<file path="config.mk">
export PLATFORM = sky130hd
export DESIGN_NAME = vslc_eeprom_prefetch
export DESIGN_NICKNAME = d
export VERILOG_FILES = /design/src/rtl/vslc_pkg.sv /design/src/rtl/vslc_byte_fifo.sv /design/src/rtl/vslc_eeprom_prefetch.sv
export SDC_FILE = /design/constraint.sdc
export NUM_CORES = 1
export LEC_CHECK = 0
export BUFFER_PORTS_ARGS = -buffer_cell sky130_fd_sc_hd__buf_2
export CAP_MARGIN = 0
export CELL_PAD_IN_SITES_DETAIL_PLACEMENT = 0
export CELL_PAD_IN_SITES_GLOBAL_PLACEMENT = 2
export CORE_ASPECT_RATIO = 1.25
export CORE_MARGIN = 2
export CORE_UTILIZATION = 39
export DETAILED_ROUTE_END_ITERATION = 6
export GPL_TIMING_DRIVEN = 0
export PLACE_DENSITY_LB_ADDON = 0.05
export SYNTH_ARGS = -nofsm -noshare
export SYNTH_HDL_FRONTEND = slang
export SYNTH_HIERARCHICAL = 1
export SYNTH_SLANG_ARGS = --single-unit
</file>
<file path="constraint.sdc">
create_clock -name clk -period 2.2 [get_ports clk]
set_clock_uncertainty 0.1 [all_clocks]
set_input_delay 0.22 -clock clk [delete_from_list [all_inputs] [get_ports clk]]
set_output_delay 0.22 -clock clk [all_outputs]
set_load 0.05 [all_outputs]
</file>
<file path="src/rtl/vslc_pkg.sv">
// ============================================================================
// Module      : vslc_pkg
// Description : Shared constants, FSM encoding and helpers for the EEPROM
//               prefetch stage.
// Revision    : 1.0 - initial release
// ============================================================================
`default_nettype none

package vslc_pkg;

    localparam logic [7:0] EEPROM_READ_COMMAND = 8'h03;

    localparam int DEFAULT_SCK_HALF = 4;
    localparam int DEFAULT_CS_GAP   = 2;
    localparam int DEFAULT_DEPTH    = 4;

    typedef enum logic [2:0] {
        ST_IDLE    = 3'd0,
        ST_CS_HIGH = 3'd1,
        ST_CMD     = 3'd2,
        ST_ADDR    = 3'd3,
        ST_READ    = 3'd4,
        ST_STALL   = 3'd5
    } state_e;

    // Chip select is asserted from the first command bit until the stream is aborted.
    function automatic logic cs_active(input state_e s);
        return (s == ST_CMD) || (s == ST_ADDR) || (s == ST_READ) || (s == ST_STALL);
    endfunction

    function automatic logic sck_running(input state_e s);
        return (s == ST_CMD) || (s == ST_ADDR) || (s == ST_READ);
    endfunction

endpackage

`default_nettype wire

</file>
<file path="src/rtl/vslc_byte_fifo.sv">
// ============================================================================
// Module      : vslc_byte_fifo
// Description : Small synchronous FIFO with flush; head is zero when empty.
// Revision    : 1.0 - initial release
// ============================================================================
`default_nettype none

module vslc_byte_fifo #(
    parameter int WIDTH = 16,
    parameter int DEPTH = 4
) (
    input  logic                   clk,
    input  logic                   rst_n,
    input  logic                   flush_i,
    input  logic                   push_i,
    input  logic [WIDTH-1:0]       push_data_i,
    input  logic                   pop_i,
    output logic [WIDTH-1:0]       head_o,
    output logic [$clog2(DEPTH):0] count_o
);

    localparam int AW = $clog2(DEPTH);
    localparam int CW = AW + 1;

    logic [WIDTH-1:0] mem_q [DEPTH];
    logic [AW-1:0]    wptr_q;
    logic [AW-1:0]    rptr_q;
    logic [CW-1:0]    count_q;

    always_ff @(posedge clk or negedge rst_n) begin
        if (!rst_n) begin
            wptr_q  <= '0;
            rptr_q  <= '0;
            count_q <= '0;
        end else if (flush_i) begin
            wptr_q  <= '0;
            rptr_q  <= '0;
            count_q <= '0;
        end else begin
            if (push_i) begin
                wptr_q <= wptr_q + AW'(1);
            end
            if (pop_i) begin
                rptr_q <= rptr_q + AW'(1);
            end
            count_q <= count_q + CW'(push_i) - CW'(pop_i);
        end
    end

    always_ff @(posedge clk) begin
        if (push_i && !flush_i) begin
            mem_q[wptr_q] <= push_data_i;
        end
    end

    assign head_o  = (count_q != '0) ? mem_q[rptr_q] : '0;
    assign count_o = count_q;

endmodule

`default_nettype wire

</file>
<file path="src/rtl/vslc_eeprom_prefetch.sv">
// ============================================================================
// Module      : vslc_eeprom_prefetch
// Description : SPI mode-0 READ sequencer for a 25xx EEPROM feeding a byte
//               prefetch FIFO with a valid/ready consumer interface.
// Revision    : 1.0 - initial release
// ============================================================================
`default_nettype none

module vslc_eeprom_prefetch
    import vslc_pkg::*;
#(
    parameter int SCK_HALF = DEFAULT_SCK_HALF,
    parameter int CS_GAP   = DEFAULT_CS_GAP,
    parameter int DEPTH    = DEFAULT_DEPTH
) (
    input  logic       clk,
    input  logic       rst_n,
    input  logic       start_valid,
    input  logic [7:0] start_addr,
    output logic       busy,
    output logic       out_valid,
    output logic [7:0] out_data,
    output logic [7:0] out_addr,
    input  logic       out_ready,
    output logic       spi_cs_n,
    output logic       spi_sck,
    output logic       spi_copi,
    input  logic       spi_cipo
);

    localparam int PW = $clog2(2 * SCK_HALF);
    localparam int GW = (CS_GAP > 1) ? $clog2(CS_GAP) : 1;
    localparam logic [PW-1:0] PH_LAST = PW'(2 * SCK_HALF - 1);
    localparam logic [PW-1:0] PH_HIGH = PW'(SCK_HALF);
    localparam logic [GW-1:0] GAP_LAST = GW'(CS_GAP - 1);

    state_e          state_q, state_d;
    logic [PW-1:0]   ph_q, ph_d;
    logic [2:0]      bit_q, bit_d;
    logic [GW-1:0]   gap_q, gap_d;
    logic [7:0]      sh_out_q, sh_out_d;
    logic [6:0]      sh_in_q, sh_in_d;
    logic [7:0]      addr_q, addr_d;
    logic            push_valid_q, push_valid_d;
    logic [15:0]     push_data_q, push_data_d;
    logic            cs_n_q, cs_n_d;
    logic            sck_q, sck_d;
    logic            copi_q, copi_d;
    logic            sync1_q, sync2_q;

    logic                   w_flush;
    logic                   w_push;
    logic                   w_pop;
    logic [15:0]            w_head;
    logic [$clog2(DEPTH):0] w_count;
    logic [7:0]             w_used;
    logic                   w_room_next;
    logic                   w_room_stall;
    logic                   w_ph_last;
    logic                   w_bit_last;

    vslc_byte_fifo #(
        .WIDTH (16),
        .DEPTH (DEPTH)
    ) u_fifo (
        .clk         (clk),
        .rst_n       (rst_n),
        .flush_i     (w_flush),
        .push_i      (w_push),
        .push_data_i (push_data_q),
        .pop_i       (w_pop),
        .head_o      (w_head),
        .count_o     (w_count)
    );

    assign out_valid = (w_count != '0);
    assign out_addr  = w_head[15:8];
    assign out_data  = w_head[7:0];
    assign w_pop     = out_valid & out_ready;
    // An abort discards the byte waiting to enter the FIFO.
    assign w_push    = push_valid_q & ~start_valid;
    assign w_flush   = start_valid;

    // Occupancy plus the completed byte still in the push register; a pop this
    // cycle frees one slot in time for the decision.
    assign w_used       = 8'(w_count) + 8'(push_valid_q);
    assign w_room_next  = (w_used + 8'd1) < (8'(DEPTH) + 8'(w_pop));
    assign w_room_stall = w_used < (8'(DEPTH) + 8'(w_pop));

    assign w_ph_last  = (ph_q == PH_LAST);
    assign w_bit_last = (bit_q == 3'd7);

    assign busy     = (state_q != ST_IDLE);
    assign spi_cs_n = cs_n_q;
    assign spi_sck  = sck_q;
    assign spi_copi = copi_q;

    always_comb begin
        state_d      = state_q;
        ph_d         = ph_q;
        bit_d        = bit_q;
        gap_d        = gap_q;
        sh_out_d     = sh_out_q;
        sh_in_d      = sh_in_q;
        addr_d       = addr_q;
        push_valid_d = 1'b0;
        push_data_d  = push_data_q;

        case (state_q)
            ST_IDLE: begin
                state_d = ST_IDLE;
            end
            ST_CS_HIGH: begin
                gap_d = gap_q + GW'(1);
                if (gap_q == GAP_LAST) begin
                    state_d  = ST_CMD;
                    ph_d     = '0;
                    bit_d    = 3'd0;
                    sh_out_d = EEPROM_READ_COMMAND;
                end
            end
            ST_CMD, ST_ADDR: begin
                ph_d = w_ph_last ? '0 : ph_q + PW'(1);
                if (w_ph_last) begin
                    bit_d    = bit_q + 3'd1;
                    sh_out_d = {sh_out_q[6:0], 1'b0};
                    if (w_bit_last) begin
                        if (state_q == ST_CMD) begin
                            state_d  = ST_ADDR;
                            sh_out_d = addr_q;
                        end else begin
                            state_d  = ST_READ;
                            sh_out_d = 8'h00;
                        end
                    end
                end
            end
            ST_READ: begin
                ph_d = w_ph_last ? '0 : ph_q + PW'(1);
                if (w_ph_last) begin
                    bit_d   = bit_q + 3'd1;
                    sh_in_d = {sh_in_q[5:0], sync2_q};
                    if (w_bit_last) begin
                        push_valid_d = 1'b1;
                        push_data_d  = {addr_q, sh_in_q, sync2_q};
                        addr_d       = addr_q + 8'd1;
                        if (!w_room_next) begin
                            state_d = ST_STALL;
                        end
                    end
                end
            end
            ST_STALL: begin
                if (w_room_stall) begin
                    state_d = ST_READ;
                end
            end
            default: begin
                state_d = ST_IDLE;
            end
        endcase

        if (start_valid) begin
            state_d      = ST_CS_HIGH;
            gap_d        = '0;
            addr_d       = start_addr;
            push_valid_d = 1'b0;
        end

        // Pins are registered from next-state values so they stay glitch-free
        // and line up with the state they belong to.
        cs_n_d = ~cs_active(state_d);
        sck_d  = sck_running(state_d) && (ph_d >= PH_HIGH);
        copi_d = ((state_d == ST_CMD) || (state_d == ST_ADDR)) ? sh_out_d[7] : 1'b0;
    end

    always_ff @(posedge clk or negedge rst_n) begin
        if (!rst_n) begin
            state_q      <= ST_IDLE;
            ph_q         <= '0;
            bit_q        <= 3'd0;
            gap_q        <= '0;
            sh_out_q     <= 8'h00;
            sh_in_q      <= 7'h00;
            addr_q       <= 8'h00;
            push_valid_q <= 1'b0;
            push_data_q  <= 16'h0000;
            cs_n_q       <= 1'b1;
            sck_q        <= 1'b0;
            copi_q       <= 1'b0;
            sync1_q      <= 1'b0;
            sync2_q      <= 1'b0;
        end else begin
            state_q      <= state_d;
            ph_q         <= ph_d;
            bit_q        <= bit_d;
            gap_q        <= gap_d;
            sh_out_q     <= sh_out_d;
            sh_in_q      <= sh_in_d;
            addr_q       <= addr_d;
            push_valid_q <= push_valid_d;
            push_data_q  <= push_data_d;
            cs_n_q       <= cs_n_d;
            sck_q        <= sck_d;
            copi_q       <= copi_d;
            sync1_q      <= spi_cipo;
            sync2_q      <= sync1_q;
        end
    end

endmodule

`default_nettype wire
</file>
* Yosys cells after proc, flatten, opt, wreduce, memory -nomap -nowiden
Memories as Yosys holds them, arrays and structs flattened.
Index checks and enable logic that the tools add are counted.
** Cells by class
- Add/subtract/negate cells :: 11
- $lt $le $gt $ge :: 3
- Equality and inequality tests :: 14
- Muxes and demuxes :: 40
- Bitwise logic cells :: 4
- Reductions and logical operators :: 23
** Operators with widths (count)
- $mux W8 :: 8
- $mux W3 :: 14
- $eq A3 B3 Y1 const B :: 6
- $mux W16 :: 1
- $pmux W8 S2 :: 1
- $reduce_bool A2 Y1 :: 8
- $eq A3 B2 Y1 const B :: 4
- $pmux W3 S2 :: 2
- $pmux W3 S4 :: 1
- $reduce_and A3 Y1 :: 4
- $mux W1 :: 9
- $add A8 B1 Y8 const B :: 1
- $lt A5 B8 Y1 :: 1
- $mux W2 :: 4
- $add A3 B1 Y3 const B :: 2
- $reduce_bool A3 Y1 :: 2
- $add A4 B1 Y5 const B :: 1
- $add A2 B1 Y2 const B :: 2
- $add A3 B1 Y4 :: 1
- $add A3 B1 Y4 const A :: 1
- $lt A4 B4 Y1 :: 1
- $ne A2 B2 Y1 const B :: 2
- $add A3 B1 Y3 :: 1
- $eq A3 B1 Y1 const B :: 1
- other kinds (12) :: 17
** Word-level totals
- Flip-flop bits (word level) :: 62
- Memory bits (writable) :: 64
- Bits of input ports :: 13
- Logic and storage cells :: 114
- Memories kept :: 1
** Memory list
- u_fifo.mem_q :: words 4, width 16, rd ports 1, clocked after memory_dff 0, write ports 1, RTL line vslc_byte_fifo.sv:25 : logic [WIDTH-1:0] mem_q [DEPTH];

* Longest topological paths before layout
Gate-level depths: netlist (run 1).
- Word-level depth :: 14
- Depth in mapped cells :: 9
- Mapped depth without buffers :: 9

* By module
Netlist (run 1), hierarchy kept.
** Modules (own cells, without submodules)
- vslc_byte_fifo :: instances 1, cells an instance 139, area each 2885.3 um^2
- vslc_eeprom_prefetch :: instances 1, cells an instance 279, area each 2708.8 um^2

* Worst setup path before layout (run 1)
No wires, ideal clock.
- Path kind :: register to register
- From :: register u_fifo.count_q[1] (netlist: u_fifo/count_o[1])
- To :: register u_fifo.count_q[2] (netlist: u_fifo/count_o[2])
- Setup time :: 114 ps
- Arrival :: 2451 ps
- Data required time :: 1986 ps
- Path slack :: -465 ps
- Stages on the path, launching flop included :: 10
- Cell sequence :: dfrtp_1 or3_1 and2_1 ha_1 inv_1 ha_1 inv_1 fa_1 xnor3_1 nor2_1
** Between the ends
- Cells in the longest elaborated chain, start to end :: 4
** Ends and longest elaborated chain
- start, declared :: RTL line vslc_byte_fifo.sv:28 : logic [CW-1:0] count_q;
- start signal, assigned :: RTL line vslc_byte_fifo.sv:46 : count_q <= count_q + CW'(push_i) - CW'(pop_i);
- $reduce_bool A3 Y1 :: RTL line vslc_eeprom_prefetch.sv:76 : assign out_valid = (w_count != '0);
- named net out_valid :: RTL line vslc_eeprom_prefetch.sv:21 : output logic out_valid,
- $and A1 B1 Y1 :: RTL line vslc_eeprom_prefetch.sv:79 : assign w_pop = out_valid & out_ready;
- named net w_pop :: RTL line vslc_eeprom_prefetch.sv:53 : logic w_pop;
- $sub A3 B1 Y3 :: RTL line vslc_byte_fifo.sv:46
- $mux W3 :: RTL line vslc_byte_fifo.sv:35 : end else if (flush_i) begin
The timed path passes the listed nets, and every way through them passes these cells.
A chain may end at the register's enable or synchronous reset.

* Worst setup path in the final report (run 1)
- From :: register u_fifo.count_q[1] (netlist: u_fifo/count_o[1])
- To :: register u_fifo.count_q[2] (netlist: u_fifo/count_o[2])
** Between the ends
- Cells in the longest elaborated chain, start to end :: 4
** Ends and longest elaborated chain (RTL line)
- $reduce_bool A3 Y1 :: vslc_eeprom_prefetch.sv:76
- $and A1 B1 Y1 :: vslc_eeprom_prefetch.sv:79
- named net w_pop :: vslc_eeprom_prefetch.sv:53
- $sub A3 B1 Y3 :: vslc_byte_fifo.sv:46
- $mux W3 :: vslc_byte_fifo.sv:35
The timed path passes the listed nets, and every way through them passes these cells.

==> out/qor.csv, run 1 <==
metric,value,unit
cp_data_required_time,2.38,ns
wl_per_cell,16.4,um
cp_slowest_cell,dfrtp_2,
synth_area,5590,um2
syn_area_per_cell,13.4,um2
use_met1,17.3,%
gr-total-overflow,0,
status,"finished, violations left",
worstMarginPinSlew,0.811,ns
synth_top_area_share,34.4,%
finalWirelength,11200,um
drv_cap,0,
antenna_found_initial,0,
area_delta_synth_final,25.9,%
synthTopCellsByCount,"78 x nand2_1, 64 x edfxtp_1, 61 x dfrtp_1",
arrival,2.39,ns
synth-async-reset-ratio,49.2,%
fin_setup_tns,-0.0107,ns
rows,48,
power_density,1370,nW/um2
violations,negative setup slack,
hold_path_class,in -> reg,
yosys_most_used_dff,edfxtp_1,
worst_hold_slack,0.0863,ns
use_met2,29.6,%
drt_first_iter_violations,126,
clock_sinks,126,
dieArea,15300,um2
synth_edf_count,64,
viasPerCell,5.01,
post_dp_cell_area,6020,um2
finalCritPeriodShare,100,%
cts_tree,yes,
stdcell_area,7040,um2
path_clk_slew,0.06,ns
grt_pass1_vias,3532,
path_delay_family,adder cells,
cts_buffers,17,
io_pins,34,
grtUsageMet3,3.80,%
slew_violations,0,
clk_latency,0.41,ns
critical_path.endpoint_type,register,
yosysTopAreaCell,edfxtp_1,
hold_viol,0,
crit_top_cell,ha_4,
peakVddDrop,0.00133,V
synth.distinct_cells,55,
slowest_delay,0.42,ns
min_period,2.21,ns
cts-root-buf,clkbuf_16,
dp.cells,626,
grt_max_degree,63,
clock.fmax,452,MHz
fp.dieW,111,um
vias,3414,
final_cells,681,
diodes,0,
startpoint_type,register,
fin_ws,-0.0107,ns
die_h,138,um
nNetsFinal,521,
antenna_left,0,
synth_seq_area_share,62.1,%
track_usage,15.7,%
drc_errors,0,
htreeDepth,4,
relSlewSlack,45.9,%
cp_num_buf_inv,2,
grt_pass1_wl,18200,um
core_area,13900,um2
yosys_warnings,6,
synthTopCellsByArea,"edfxtp_1 34%, dfrtp_1 27%, nand2_1 5.2%, mux4_1 4.2%, ha_1 3.1%",
ys_seq_elements,126,
port_buffers,33,
initial_core_util,40.1,%
worstSetupPathType,reg -> reg,
rsz0062_at_grt,true,
finalSetupViolations,1,
crit_chain,"or3_4, and2_4, ha_4, inv_4, ha_4, inv_2, fa_2, xnor3_1, nor2_1",
cts_buffer_depth,2,
drt-pass1-iter-count,4,
top_usage_layer,met2,
routabilityCongestion,0.735,
synth.most_common_cell,nand2_1,
drive_above_1_share,31.4,%
power,0.00964,W
critPathMaxFanout,3,
dpl.hpwl,7510,um
synthesis.nets,446,
num-fill-cells,1268,
syn_inst,418,
cellLeakagePower,2.89,nW
[final timing paths]
check	start	to	slack, ns	cells past startpoint
min	start_valid	u_fifo/rptr_q[0]	0.09	2
min in group asynchronous	rst_n	sh_out_q[3]	0.33	2
max	u_fifo/count_o[1]	u_fifo/count_o[2]	-0.01	9
max reg2reg	u_fifo/count_o[1]	u_fifo/count_o[2]	-0.01	9
max in group asynchronous	rst_n	u_fifo/count_o[1]	1.07	2
min reg2reg	sync1_q	sync2_q	0.26	0
[cells by family (layout without fill, tap and decap cells)]
family / count (synthesis) / count (layout) / share of synthesized area (%)
AND/OR/NAND/NOR: 148 / 148 / 13.0
flip-flops: 126 / 126 / 62.1
AO/OA/AOI/OAI: 52 / 52 / 6.06
buffers and inverters: 32 / 120 / 2.93
multiplexers: 31 / 31 / 9.95
adder cells (fa/ha/maj): 15 / 15 / 3.49
XOR/XNOR: 14 / 14 / 2.44
[layer usage]
metal  up-vias  share of wire, %
met5         -                 0
met4         0               1.1
met3         9               2.0
met2        42                55
met1      1721                42
li1       1642                 -
[cell type report]
type                       count  area, um2  share of cell area, %
buffer                        21        151                   2.15
timing repair buffer          56        517                   7.34
inverter                      11       43.8                  0.622
multi-input combinational    260       2050                   29.1
clock buffer                  18        429                   6.09
tap                          175        219                   3.11
sequential                   126       3480                   49.4
clock inverter                14        158                   2.24
[report_power, final]
group          switching, W  internal (W)  total (W)
clock               0.00105       0.00169    0.00274
sequential         0.000108       0.00258    0.00269
combinational       0.00226       0.00196    0.00422
[stage by stage]
stage	setup slack, ns	utilization, %
after floorplan	-0.0570	-
after global placement	-0.578	43.2
after detailed placement	-0.565	43.2
after CTS	-0.0295	49.7
after global routing	-0.0737	50.5
final	-0.0107	50.5
[cells in the final DEF, fill, tap and decap left out, types with 4 or more instances in the layout]
| cell type | Yosys | layout |
|---|---|---|
| buf_4 | 3 | 19 |
| nor2_1 | 13 | 13 |
| a21oi_1 | 10 | 10 |
| buf_6 | 1 | 5 |
| edfxtp_1 | 64 | 64 |
| dfrtp_1 | 61 | 59 |
| mux2_2 | 10 | 10 |
| mux2i_1 | 5 | 5 |
| ha_4 | 0 | 4 |
| and2_2 | 0 | 4 |
| buf_2 | 7 | 19 |
| clkbuf_16 | 0 | 17 |
| o21ai_1 | 4 | 4 |
| nand2_1 | 78 | 78 |
| nand4_1 | 5 | 5 |
| o21ai_0 | 16 | 15 |
| inv_1 | 11 | 9 |
| dlygate4sd3_1 | 0 | 10 |
| ha_1 | 14 | 10 |
| inv_6 | 0 | 5 |
| mux4_2 | 7 | 16 |
| and2_4 | 0 | 14 |
| buf_8 | 0 | 11 |
| xnor2_1 | 9 | 9 |
| xor2_1 | 4 | 4 |
| nor2b_1 | 8 | 8 |
| a22oi_1 | 5 | 5 |
| clkbuf_1 | 8 | 5 |
| and2_1 | 23 | 5 |
[what timing repair did]
item | in CTS | in global routing
hold buffers | 10 | 0
pin swaps | 7 | 10
setup buffers | 8 | 5
resized for setup | 52 | 44
hold endpoints to repair | 70 | 0
setup endpoints to repair | 89 | 34
[worst reg2reg max path: stages, from the launching register on]
cell and delay (ns):
dfrtp_2 0.42, or3_4 0.40, and2_4 0.17, ha_4 0.22, inv_4 0.06, ha_4 0.12
inv_2 0.04, fa_2 0.34, xnor3_1 0.20, nor2_1 0.04
[flip-flops by register name, indices dropped and copies added (netlist names), 2 cells and up, named ones only]
name,count
sh_in_q,7
push_data_q,16
ph_q,2
addr_q,8
u_fifo/rptr_q,2
sh_out_q,8
state_q,3
u_fifo/count_o,3
u_fifo/mem_q,64
u_fifo/wptr_q,2
bit_q,3
(Power assumes the default switching activity.)
==> inputs of run 2 (changes only) <==
--- a/config.mk
+++ b/config.mk
@@ -13,5 +13,6 @@
 export CORE_MARGIN = 2
-export CORE_UTILIZATION = 39
+export CORE_UTILIZATION = 38
 export DETAILED_ROUTE_END_ITERATION = 6
 export GPL_TIMING_DRIVEN = 0
+export HOLD_SLACK_MARGIN = 0.05
 export PLACE_DENSITY_LB_ADDON = 0.05
@@ -19,3 +20,2 @@
 export SYNTH_HDL_FRONTEND = slang
-export SYNTH_HIERARCHICAL = 1
 export SYNTH_SLANG_ARGS = --single-unit
--- a/constraint.sdc
+++ b/constraint.sdc
@@ -4,2 +4,2 @@
 set_output_delay 0.22 -clock clk [all_outputs]
-set_load 0.05 [all_outputs]
+set_load 0.02 [all_outputs]
==> run 2 against run 1 <==
  * The run still ends with negative setup slack left
  * Critical path depth is 2 lower
  * Sequential power hardly changed
  * Maximum frequency is 0.42% higher
  * Core utilization is 2.3 points lower
  * Via count hardly changed
  * Sequential share of layout area is 1.1 points higher
  * Die area is 1.2% higher
  * Worst setup slack better by 0.0092 ns
  * Area after synthesis is 1.3% lower
  * Global-route usage is 0.22 points lower
  * Register-to-register slack hardly changed
  * Sequential cell count stayed put
  * Largest cell class unchanged
==> out/qor.csv, run 2 <==
metric,value,unit
status,"finished, violations left",
violations,negative setup slack,
drc_errors,0,
ff2ff_path_depth,7,
grt_max_degree,63,
cts_tree,yes,
dp.cells,636,
synth_seq_area_share,63.0,%
diodes,0,
final_cell_mix,"81 x nand2_1, 64 x edfxtp_1, 58 x dfrtp_1",
initial_core_util,38.6,%
synthTopCellsByCount,"82 x nand2_1, 64 x edfxtp_1, 61 x dfrtp_1",
htreeDepth,4,
hold_path_class,in -> reg,
core_area,14300,um2
cts_buffer_depth,2,
area_delta_synth_final,24.8,%
syn_area_per_cell,13.0,um2
finalCritPeriodShare,100,%
startpoint_type,register,
synthesis.nets,454,
slew_violations,0,
rsz0062_at_grt,true,
power_density,1100,nW/um2
crit_top_cell,ha_4,
clock_sinks,126,
final_common_cell,nand2_1,
yosys_most_used_dff,edfxtp_1,
num-fill-cells,1298,
syn_inst,425,
yosys_warnings,0,
reg_top3,"u_fifo.mem_q (64), push_data_q (16)",
hold_viol,0,
io_pins,34,
power,0.00759,W
drt_first_iter_violations,176,
final_cells,689,
worstMarginPinSlew,0.881,ns
fin_setup_tns,-0.00158,ns
synth.most_common_cell,nand2_1,
grt_pass1_vias,3589,
drive_above_1_share,27.4,%
peakVddDrop,0.000613,V
cts_buffers,17,
critical_path.endpoint_type,register,
crit_chain,"or3_4, and2_4, ha_4, inv_2, ha_4, fa_2, nor2b_1",
worst_hold_slack,0.197,ns
largest_reg_flops,64,
cp_slowest_cell,fa_2,
dieArea,15500,um2
nNetsFinal,527,
fin_ws,-0.00158,ns
dpl.hpwl,7420,um
clk_latency,0.41,ns
viasPerCell,4.96,
drt-pass1-iter-count,4,
synth_area,5520,um2
synthTopCellsByArea,"edfxtp_1 35%, dfrtp_1 28%, mux4_2 6.5%, nand2_1 5.6%, ha_1 3.4%",
die_h,139,um
min_period,2.20,ns
worstSetupPathType,reg -> reg,
fp.dieW,112,um
critPathMaxFanout,5,
synth_edf_count,64,
finalWirelength,11000,um
synth.distinct_cells,48,
slowest_delay,0.50,ns
rows,49,
cp_data_required_time,2.43,ns
arrival,2.43,ns
ys_seq_elements,126,
synth-async-reset-ratio,49.2,%
synth_top_area_share,34.8,%
routabilityCongestion,0.730,
dp_slack,-0.292,ns
cts-root-buf,clkbuf_16,
relSlewSlack,41.2,%
clock.fmax,454,MHz
drv_cap,0,
vias,3416,
antenna_left,0,
antenna_found_initial,0,
finalSetupViolations,1,
port_buffers,33,
cellLeakagePower,2.85,nW
gr-total-overflow,0,
yosysTopAreaCell,edfxtp_1,
wl_per_cell,16.0,um
holdPathStages,5,
largest_register,u_fifo.mem_q,
track_usage,15.5,%
path_clk_slew,0.06,ns
grt_pass1_wl,18600,um
## run 2: cell count changes in the layout (fill, tap and decap cells not counted), moves of 3 or more
| cell | previous run | this run |
|---|---|---|
| and2_1 | 5 | 15 |
| buf_8 | 11 | 3 |
| buf_2 | 19 | 26 |
| and2_4 | 14 | 8 |
| o21ai_0 | 15 | 20 |
| and2_2 | 4 | 0 |
| a211oi_1 | 0 | 3 |
| clkbuf_2 | 3 | 0 |
| inv_1 | 9 | 12 |
| nand2_1 | 78 | 81 |
| xor2_1 | 4 | 7 |
## run 2: per-stage QoR
step	cell area [um2]	utilization (%)
2_1_floorplan	5550	-
3_3_place_gp	5940	41.6
3_5_place_dp	5940	41.6
4_1_cts	6790	47.5
5_1_grt	6890	48.2
6_report	6890	48.2
## run 2: timing repair
item | CTS | global route
cloned | 0 | 1
setup endpoints to repair | 40 | 35
gates resized for setup | 32 | 22
hold endpoints to repair | 72 | 0
hold buffers | 11 | 0
setup buffers | 9 | 3
pin swaps | 4 | 4
## run 2: worst paths after layout
path / from / endpoint / slack, ns
setup / recovery: u_fifo.count_o[0] / u_fifo.count_o[1] / -0.002
hold / removal: out_ready / state_q[0] / 0.20
setup reg to reg: u_fifo.count_o[0] / u_fifo.count_o[1] / -0.002
hold reg to reg: sync1_q / sync2_q / 0.28
max in group asynchronous: rst_n / u_fifo.rptr_q[1] / 1.08
min in group asynchronous: rst_n / bit_q[2] / 0.34
## run 2: routing by layer
metal | global-route usage [%] | routed length (um) | up-vias
li1 | - | - | 1666
met1 | 19.4 | 4930 | 1700
met2 | 26.1 | 5700 | 39
met3 | 3.98 | 278 | 11
met4 | 5.13 | 128 | 0
met5 | 0 | 0 | -
## run 2: kinds of logic after synthesis
family	share of synthesized area [%]
buf+inv	3.04
xor+xnor	2.38
fa+ha+maj	3.76
compound gates	6.05
mux	8.89
simple gates	12.9
flops	63.0
## run 2: critical path: cells and delay by family, from the launching register on
kind	cells	cell delay [ns]
adder cells (fa/ha/maj)	3	0.89
buffers and inverters	1	0.03
flip-flops	1	0.46
AND/OR/NAND/NOR	3	0.64
## run 2: final cells by class
type / count / area, um2 / share of cell area (%)
multi-input cells: 265 / 1960 / 28.5
clock inverters: 15 / 151 / 2.20
well taps: 178 / 223 / 3.23
repair buffers: 57 / 452 / 6.56
plain buffers: 18 / 146 / 2.13
inverters: 13 / 48.8 / 0.709
flip-flops and latches: 126 / 3480 / 50.5
clock buffers: 17 / 425 / 6.18
## run 2: power by group
| group | switching [W] | leakage (nW) | internal [W] |
|---|---|---|---|
| logic | 0.00105 | 1.17 | 0.00115 |
| clock network | 0.00110 | 0.275 | 0.00159 |
| registers | 0.000121 | 1.41 | 0.00258 |
| total | 0.00227 | 2.85 | 0.00532 |
